### config.mk
export PLATFORM = sky130hd
export DESIGN_NAME = e203_ifu_litebpu_ras
export DESIGN_NICKNAME = d
export VERILOG_FILES = /design/src/rtl/e203_ifu_litebpu_ras.sv
export SDC_FILE = /design/constraint.sdc
export NUM_CORES = 1
export LEC_CHECK = 0
export ABC_AREA = 1
export CAP_MARGIN = 20
export CORE_UTILIZATION = 50
export DETAILED_ROUTE_END_ITERATION = 12
export PLACE_DENSITY = 0.94
export SYNTH_ARGS = -nofsm -noshare
export SYNTH_HDL_FRONTEND = slang
export SYNTH_SLANG_ARGS = --single-unit
### constraint.sdc
create_clock -name clk -period 5 [get_ports clk]
set_input_delay 1 -clock clk [delete_from_list [all_inputs] [get_ports clk]]
set_output_delay 1 -clock clk [all_outputs]
set_load 0.03 [all_outputs]
### src/rtl/e203_ifu_litebpu_ras.sv
// e203_ifu_litebpu_ras: static branch predictor with return-address stack and JALR rs1 read FSM
module e203_ifu_litebpu_ras #(
  parameter int RAS_DEPTH = 4,
  parameter int XLEN = 32
) (
  input  logic            clk,
  input  logic            rst,
  input  logic [XLEN-1:0] pc,
  input  logic            dec_i_valid,
  input  logic            dec_jal,
  input  logic            dec_jalr,
  input  logic            dec_bxx,
  input  logic            dec_rv32,
  input  logic [XLEN-1:0] dec_bjp_imm,
  input  logic [4:0]      dec_jalr_rs1idx,
  input  logic [4:0]      dec_rdidx,
  input  logic            bpu_fire,
  input  logic            ras_flush,
  input  logic            oitf_empty,
  input  logic            ir_empty,
  input  logic            ir_rs1en,
  input  logic            ir_valid_clr,
  input  logic            jalr_rs1idx_cam_irrdidx,
  input  logic [XLEN-1:0] rf2bpu_x1,
  input  logic [XLEN-1:0] rf2bpu_rs1,
  output logic            prdt_taken,
  output logic [XLEN-1:0] prdt_pc_add_op1,
  output logic [XLEN-1:0] prdt_pc_add_op2,
  output logic            bpu_wait,
  output logic            bpu2rf_rs1_ena,
  output logic            ras_hit
);
  localparam int PW = $clog2(RAS_DEPTH);
  localparam logic [PW:0] FULL = (PW + 1)'(RAS_DEPTH);
  typedef enum logic {IDLE, RDRF} state_t;
  state_t state_q, state_d;
  logic [XLEN-1:0] ras_q [RAS_DEPTH];
  logic [XLEN-1:0] ras_d [RAS_DEPTH];
  logic [PW-1:0] ptr_q, ptr_d;
  logic [PW:0] cnt_q, cnt_d;
  logic rs1_x0, rs1_x1, rs1_xn, ras_ret, ras_call, x1_dep, xn_dep, ras_upd, nonempty;
  logic [XLEN-1:0] link;
  always_comb begin
    rs1_x0 = dec_jalr_rs1idx == 5'd0;
    rs1_x1 = dec_jalr_rs1idx == 5'd1;
    rs1_xn = ~rs1_x0 & ~rs1_x1;
    nonempty = cnt_q != '0;
    ras_ret = dec_jalr & rs1_x1 & (dec_rdidx == 5'd0);
    ras_call = (dec_jal | dec_jalr) & (dec_rdidx == 5'd1);
    ras_hit = dec_i_valid & ras_ret & nonempty;
    x1_dep = ~oitf_empty | (~ir_empty & jalr_rs1idx_cam_irrdidx);
    xn_dep = x1_dep | (ir_rs1en & ~ir_valid_clr);
    // During reset no regfile read or stall is requested, even mid-read
    bpu2rf_rs1_ena = ~rst & dec_i_valid & dec_jalr & rs1_xn & ~xn_dep & (state_q == IDLE);
    bpu_wait = ~rst & dec_i_valid & dec_jalr &
               (rs1_x1 ? (~ras_hit & x1_dep) : (rs1_xn & (state_q == IDLE)));
    prdt_taken = dec_i_valid & (dec_jal | dec_jalr | (dec_bxx & dec_bjp_imm[XLEN-1]));
    prdt_pc_add_op2 = dec_i_valid ? dec_bjp_imm : '0;
    prdt_pc_add_op1 = ~dec_i_valid ? '0 : ~dec_jalr ? pc : rs1_x0 ? '0 :
                      ras_hit ? ras_q[ptr_q] : rs1_x1 ? rf2bpu_x1 : rf2bpu_rs1;
    link = pc + (dec_rv32 ? XLEN'(4) : XLEN'(2));
    ras_upd = dec_i_valid & bpu_fire & ~bpu_wait;
    ras_d = ras_q;
    ptr_d = ptr_q;
    cnt_d = cnt_q;
    if (ras_upd & ras_call & ras_ret & nonempty) ras_d[ptr_q] = link;
    else if (ras_upd & ras_call) begin
      ptr_d = ptr_q + 1'b1;
      ras_d[ptr_d] = link;
      cnt_d = (cnt_q == FULL) ? cnt_q : cnt_q + 1'b1;
    end else if (ras_upd & ras_ret & nonempty) begin
      ptr_d = ptr_q - 1'b1;
      cnt_d = cnt_q - 1'b1;
    end
    if (ras_flush) begin
      ptr_d = '0;
      cnt_d = '0;
    end
    state_d = (~ras_flush & (state_q == IDLE) & bpu2rf_rs1_ena) ? RDRF : IDLE;
  end
  always_ff @(posedge clk or posedge rst) begin
    if (rst) begin
      state_q <= IDLE;
      ptr_q <= '0;
      cnt_q <= '0;
      ras_q <= '{default: '0};
    end else begin
      state_q <= state_d;
      ptr_q <= ptr_d;
      cnt_q <= cnt_d;
      ras_q <= ras_d;
    end
  end
endmodule

=== Yosys cells after proc, flatten, opt, wreduce, memory -nomap -nowiden ===
Cells that the tools add are included.

* Register bits: 134
* Input bits: 152
* Output and inout port bits: 68
* Word-level logic and storage cells: 103

* Add/subtract/negate cells: 5
* Magnitude comparators: 4
* Eq/ne operators: 5
* Muxes and demuxes: 29
* Bitwise gates (word level): 44
* Reductions and logical operators: 9

{| class="wikitable"
|+ Operators by type and width
! operator !! count
|-
| 32-bit two-way mux || 10
|-
| 128-bit bitwise mux || 2
|-
| 128-bit two-way mux || 2
|-
| 32-bit demux with 2-bit select || 2
|-
| 32-bit binary-select mux with 2-bit select || 1
|-
| 32-bit by 3-bit adder with 32-bit output || 1
|-
| 1-bit bitwise AND || 27
|-
| 3-bit two-way mux || 6
|-
| 1-bit NOT || 11
|-
| 5-bit by 1-bit == test with 1-bit output, second input constant || 2
|-
| 5-bit logical NOT || 2
|-
| 2-bit two-way mux || 4
|-
| 3-bit greater-or-equal comparator, second input constant || 2
|-
| 3-bit by 1-bit less-than comparator with 1-bit output, second input constant || 2
|-
| 2-bit NOT with 3-bit output || 2
|-
| 3-bit nonzero test || 2
|-
| 1-bit bitwise OR || 4
|-
| 3-bit by 1-bit adder with 3-bit output, second input constant || 1
|-
| 3-bit == test, second input constant || 1
|-
| 3-bit inequality test, second input constant || 1
|-
| 3-bit AND reduction || 1
|-
| 3-bit by 1-bit subtractor with 3-bit output, second input constant || 1
|-
| 2-bit by 1-bit adder with 2-bit output, second input constant || 1
|-
| 1-bit logical AND || 2
|-
| other kinds (5) || 6
|}

=== Depth between registers and ports, before layout ===
* Depth in word-level cells: 17
* Gate-level depth with buffers: 18

=== Least setup slack after synthesis ===
No wires, ideal clock.

* Path type: input to output
* Start: input dec_jalr_rs1idx[3]
* End: output prdt_pc_add_op1[22]
* Arrival time: 2.545 ns
* Path slack: 1.455 ns
* Stages on the path: 9
* Buffers on the path: 1
* Path through: nor2_1 > nand2_1 > nor2_4 > nand3_1 > clkinv_1 > buf_1 > nand2_1 > nand3_1 > a21oi_1

* Cells in the longest elaborated chain, start to end: 9

{| class="wikitable"
|+ RTL lines
! item !! RTL line !! text
|-
| from (decl) || 15 || <nowiki>input logic [4:0] dec_jalr_rs1idx,</nowiki>
|-
| 5-bit by 1-bit == test with 1-bit output || 45 || <nowiki>rs1_x1 = dec_jalr_rs1idx == 5'd1;</nowiki>
|-
| 1-bit bitwise AND (2 in series) || 48 || <nowiki>ras_ret = dec_jalr & rs1_x1 & (dec_rdidx == 5'd0);</nowiki>
|-
| 1-bit bitwise AND (2 in series) || 50 || <nowiki>ras_hit = dec_i_valid & ras_ret & nonempty;</nowiki>
|-
| via ras_hit || 31 || <nowiki>output logic ras_hit</nowiki>
|-
| 32-bit two-way mux || 60 || <nowiki>ras_hit ? ras_q[ptr_q] : rs1_x1 ? rf2bpu_x1 : rf2bpu_rs1;</nowiki>
|-
| 32-bit two-way mux (3 in series) || 59 || <nowiki>prdt_pc_add_op1 = ~dec_i_valid ? '0 : ~dec_jalr ? pc : rs1_x0 ? '0 :</nowiki>
|-
| to (decl) || 27 || <nowiki>output logic [XLEN-1:0] prdt_pc_add_op1,</nowiki>
|}

The timed path passes the listed nets, and every way through them passes these cells.

=== Worst setup path after layout ===
* Start: input dec_jalr_rs1idx[4]
* End: output prdt_pc_add_op1[20]

* Cells in the longest elaborated chain, start to end: 9

{| class="wikitable"
|+ RTL lines
! item !! RTL line
|-
| 5-bit by 1-bit == test with 1-bit output || 45
|-
| 1-bit bitwise AND (2 in series) || 48
|-
| 1-bit bitwise AND (2 in series) || 50
|-
| 32-bit two-way mux || 60
|-
| 32-bit two-way mux * (3 in series) || 59
|}

Every way passes the cells marked *; elsewhere a longest branch is shown, timed or not.

==> flow_summary.toml <==
[logic_synthesis]
synth_nets = 1290
synth-seq-area-share_pct = 39.69
ys_seq_elements = 134
ys_types = 36
synth_edf_count = 0
syn_area_per_cell_sq_um = 7.477
synth_top_flop_cell = "dfrtp_1"
ys_async_sr_fraction_pct = 100.0
synth_top_area_cell = "dfrtp_1"
syn_area_sq_um = 8449
yosys_warnings = 0
yosysTopAreaCellShare_pct = 39.69
synth_area_leaders = "dfrtp_1 40%, o21ai_0 8.5%, nand2_1 8.4%"
post_synth_inst_count = 1130

[clock_tree]
cts_hold_buf = 0
cts_buffer_depth = 2
clock_latency_ns = 0.43
cts_buffers = 17
postCtsSetupBuffers = 0
cts_htree_levels = 4
clkSlewWorstSetupHoldPaths_ns = 0.06
root_buffer = "clkbuf_16"
ctsResizeCount = 0
cts_tree = "yes"
cts.sinks = 134

[placement]
io_buffers = 219
dp.final_hpwl_um = 18470
dp_cells = 1522
placed_area_sq_um = 10800
dp_slack_ns = 0.4031
gp_congestion = 0.9267

[worst_setup_path]
worst_ep_arrival_time_ns = 3.62
critPathKind = "input port to primary output"
slowest_delay_ns = 0.69
r2r_end = "ras_q[74]$_DFFE_PP0P_"
start_kind = "input port"
r2r_setup_slack_ns = 1.58
crit_path_end = "prdt_pc_add_op1[20]"
crit_path_top_delay_cell = "clkdlybuf4s50_1"
crit_buf_inv = 4
endpoint_kind = "primary output"
r2r_cells = 8
cp.required_ns = 4.00
crit_chain = "clkdlybuf4s50_1 -> inv_1 -> nand2_1 -> nor2_4 -> nand3_1 -> buf_4 -> o21ai_0 -> nand3_1 -> a21oi_1 -> clkdlybuf4s50_1"
rr_startpoint = "ptr_q[1]$_DFFE_PP0P_"
worst-path-max-fanout = 12
cp.depth = 10
worstSetupStartpoint = "dec_jalr_rs1idx[4]"
crit_family = "buffers and inverters"

[floorplanning]
core-area_sq_um = 16520
rows = 47
die-area_sq_um = 17420
die_h_um = 132.0
ios = 220
die_x_um = 132.0
start_util_pct = 51.13

[cells_and_area]
nFillCells = 1233
fin_area_sq_um = 11370
finalNonFillerCells = 1556
syn_to_final_growth_pct = 34.55
drive_above_1_share_pct = 7.715
fin_nets = 1482

[sta]
skew_ns = 0.004587
rsz0062_at_grt = "no"
layout_setup_ws_ns = 0.3812
fin_crit_sh_pct = 92.38
fin_hold_ws_ns = 0.4931
slew_headroom_pct = 45.89
slew_violations = 0
final_hold_viol_count = 0
final-setup-viol-count = 0
min_period_ns = 4.619
tns_ns = 0
tightest_slew_ns = 0.8117
fmax_ghz = 0.2165

[pwr]
power.share.sequential_pct = 40.7
p_leak_nw = 5.309
p_switching_mw = 0.7713
ir_drop_uv = 278.5
clock_power_share_pct = 41.1
comb_power_share_pct = 18.2
swShare_pct = 27.47
internal-power_mw = 2.036
powerDensity_nw_per_um2 = 247.0

[global_routing]
grt_usage_pct = 31.72
grt_pass1_wl_um = 43700
antenna_found_initial = 1
grt_overflow_total = 0
grt_max_degree = 85
grt_pass1_vias = 8705

[run_status]
status = "finished clean"

[routing]
first_iter_violations = 1028
drc_errors = 0
viasPerCell = 5.747
first_pass_iters = 8
wl_um = 27660
route.vias.total = 8942
ant_nets = 0
wire_per_inst_um = 17.78

[job]
cap_violations = 0

[min_path]
worstHoldPathType = "register to register"
logic make-up after synthesis:
| family | count (synthesis) | synth area share [%] |
|---|---|---|
| mux | 59 | 7.286 |
| buf+inv | 203 | 9.596 |
| simple gates | 398 | 19.90 |
| fa+ha+maj | 8 | 1.362 |
| flops | 134 | 39.69 |
| xor+xnor | 28 | 2.902 |
| compound gates | 300 | 19.27 |
power groups by stage:
stage                     Combinational (mW)  Sequential (mW)  Clock, mW
after floorplan                        0.247             1.16          0
after global placement                 0.487             1.16          0
after CTS                              0.505             1.14       1.14
after detailed placement               0.497             1.16          0
final                                  0.511             1.14       1.15
after global routing                   0.552             1.15       1.19
state kept, by name (all words and copies together) (netlist names):
name     cells
ras_q      128
ptr_q        2
cnt_q        3
state_q      1
metal layers:
layer / wire [um] / vias to the layer above / part of all wire (%) / GRT usage (%)
li1: - / 4110 / - / -
met1: 11030 / 4241 / 40 / 39.57
met2: 13630 / 526 / 49 / 53.00
met3: 2279 / 65 / 8.2 / 6.728
met4: 723 / 0 / 2.6 / 14.08
met5: 0 / - / 0 / 0
worst min-delay path by stage:
stage | start | depth (start not counted) | slack [ns] | to
3_3_place_gp | ras_q[22]$_DFFE_PP0P_ | 1 | 0.47 | ras_q[22]$_DFFE_PP0P_
3_5_place_dp | ras_q[16]$_DFFE_PP0P_ | 1 | 0.48 | ras_q[16]$_DFFE_PP0P_
4_1_cts | ras_q[16]$_DFFE_PP0P_ | 1 | 0.49 | ras_q[16]$_DFFE_PP0P_
5_1_grt | ras_q[24]$_DFFE_PP0P_ | 1 | 0.50 | ras_q[24]$_DFFE_PP0P_
2_1_floorplan | ras_q[0]$_DFFE_PP0P_ | 1 | 0.46 | ras_q[0]$_DFFE_PP0P_
6_report | ras_q[125]$_DFFE_PP0P_ | 1 | 0.49 | ras_q[125]$_DFFE_PP0P_
cell usage in the layout, fill, tap and decap left out, types with 39 or more instances in the layout:
cell and n:
nand3_1 69, nor2_1 105, clkdlybuf4s50_1 201, dfrtp_1 133
inv_1 129, o21ai_0 144, mux2i_1 39, nand2_1 188
a21oi_1 99, o21a_1 39
synthesized netlist by cell type (8+ instances only):
master	count
a21oi_1	99
buf_1	8
buf_2	12
clkbuf_1	41
dfrtp_1	134
inv_1	130
mux2_2	20
mux2i_1	39
nand2_1	188
nand3_1	69
nand4_1	8
nor2_1	106
nor3_1	12
o21a_1	39
o21ai_0	144
xnor2_1	12
xor2_1	16
cell type report:
cell class | instances | area [sq um] | area share (%)
sequential | 134 | 3354 | 29.51
tap | 220 | 275.3 | 2.421
antenna | 1 | 2.502 | 0.02201
inverter | 135 | 509.2 | 4.479
clock buffer | 23 | 488.0 | 4.292
multi-input combinational | 793 | 4298 | 37.81
timing repair buffer | 241 | 2390 | 21.02
clock inverter | 9 | 51.30 | 0.4512
per-stage QoR:
| stage | util (%) | power, mW |
|---|---|---|
| 2_1_floorplan | - | 1.404 |
| 3_3_place_gp | 65.35 | 1.646 |
| 3_5_place_dp | 65.35 | 1.658 |
| 4_1_cts | 68.62 | 2.793 |
| 5_1_grt | 68.80 | 2.891 |
| 6_report | 68.80 | 2.808 |
Power figures use the tool's default switching activity.
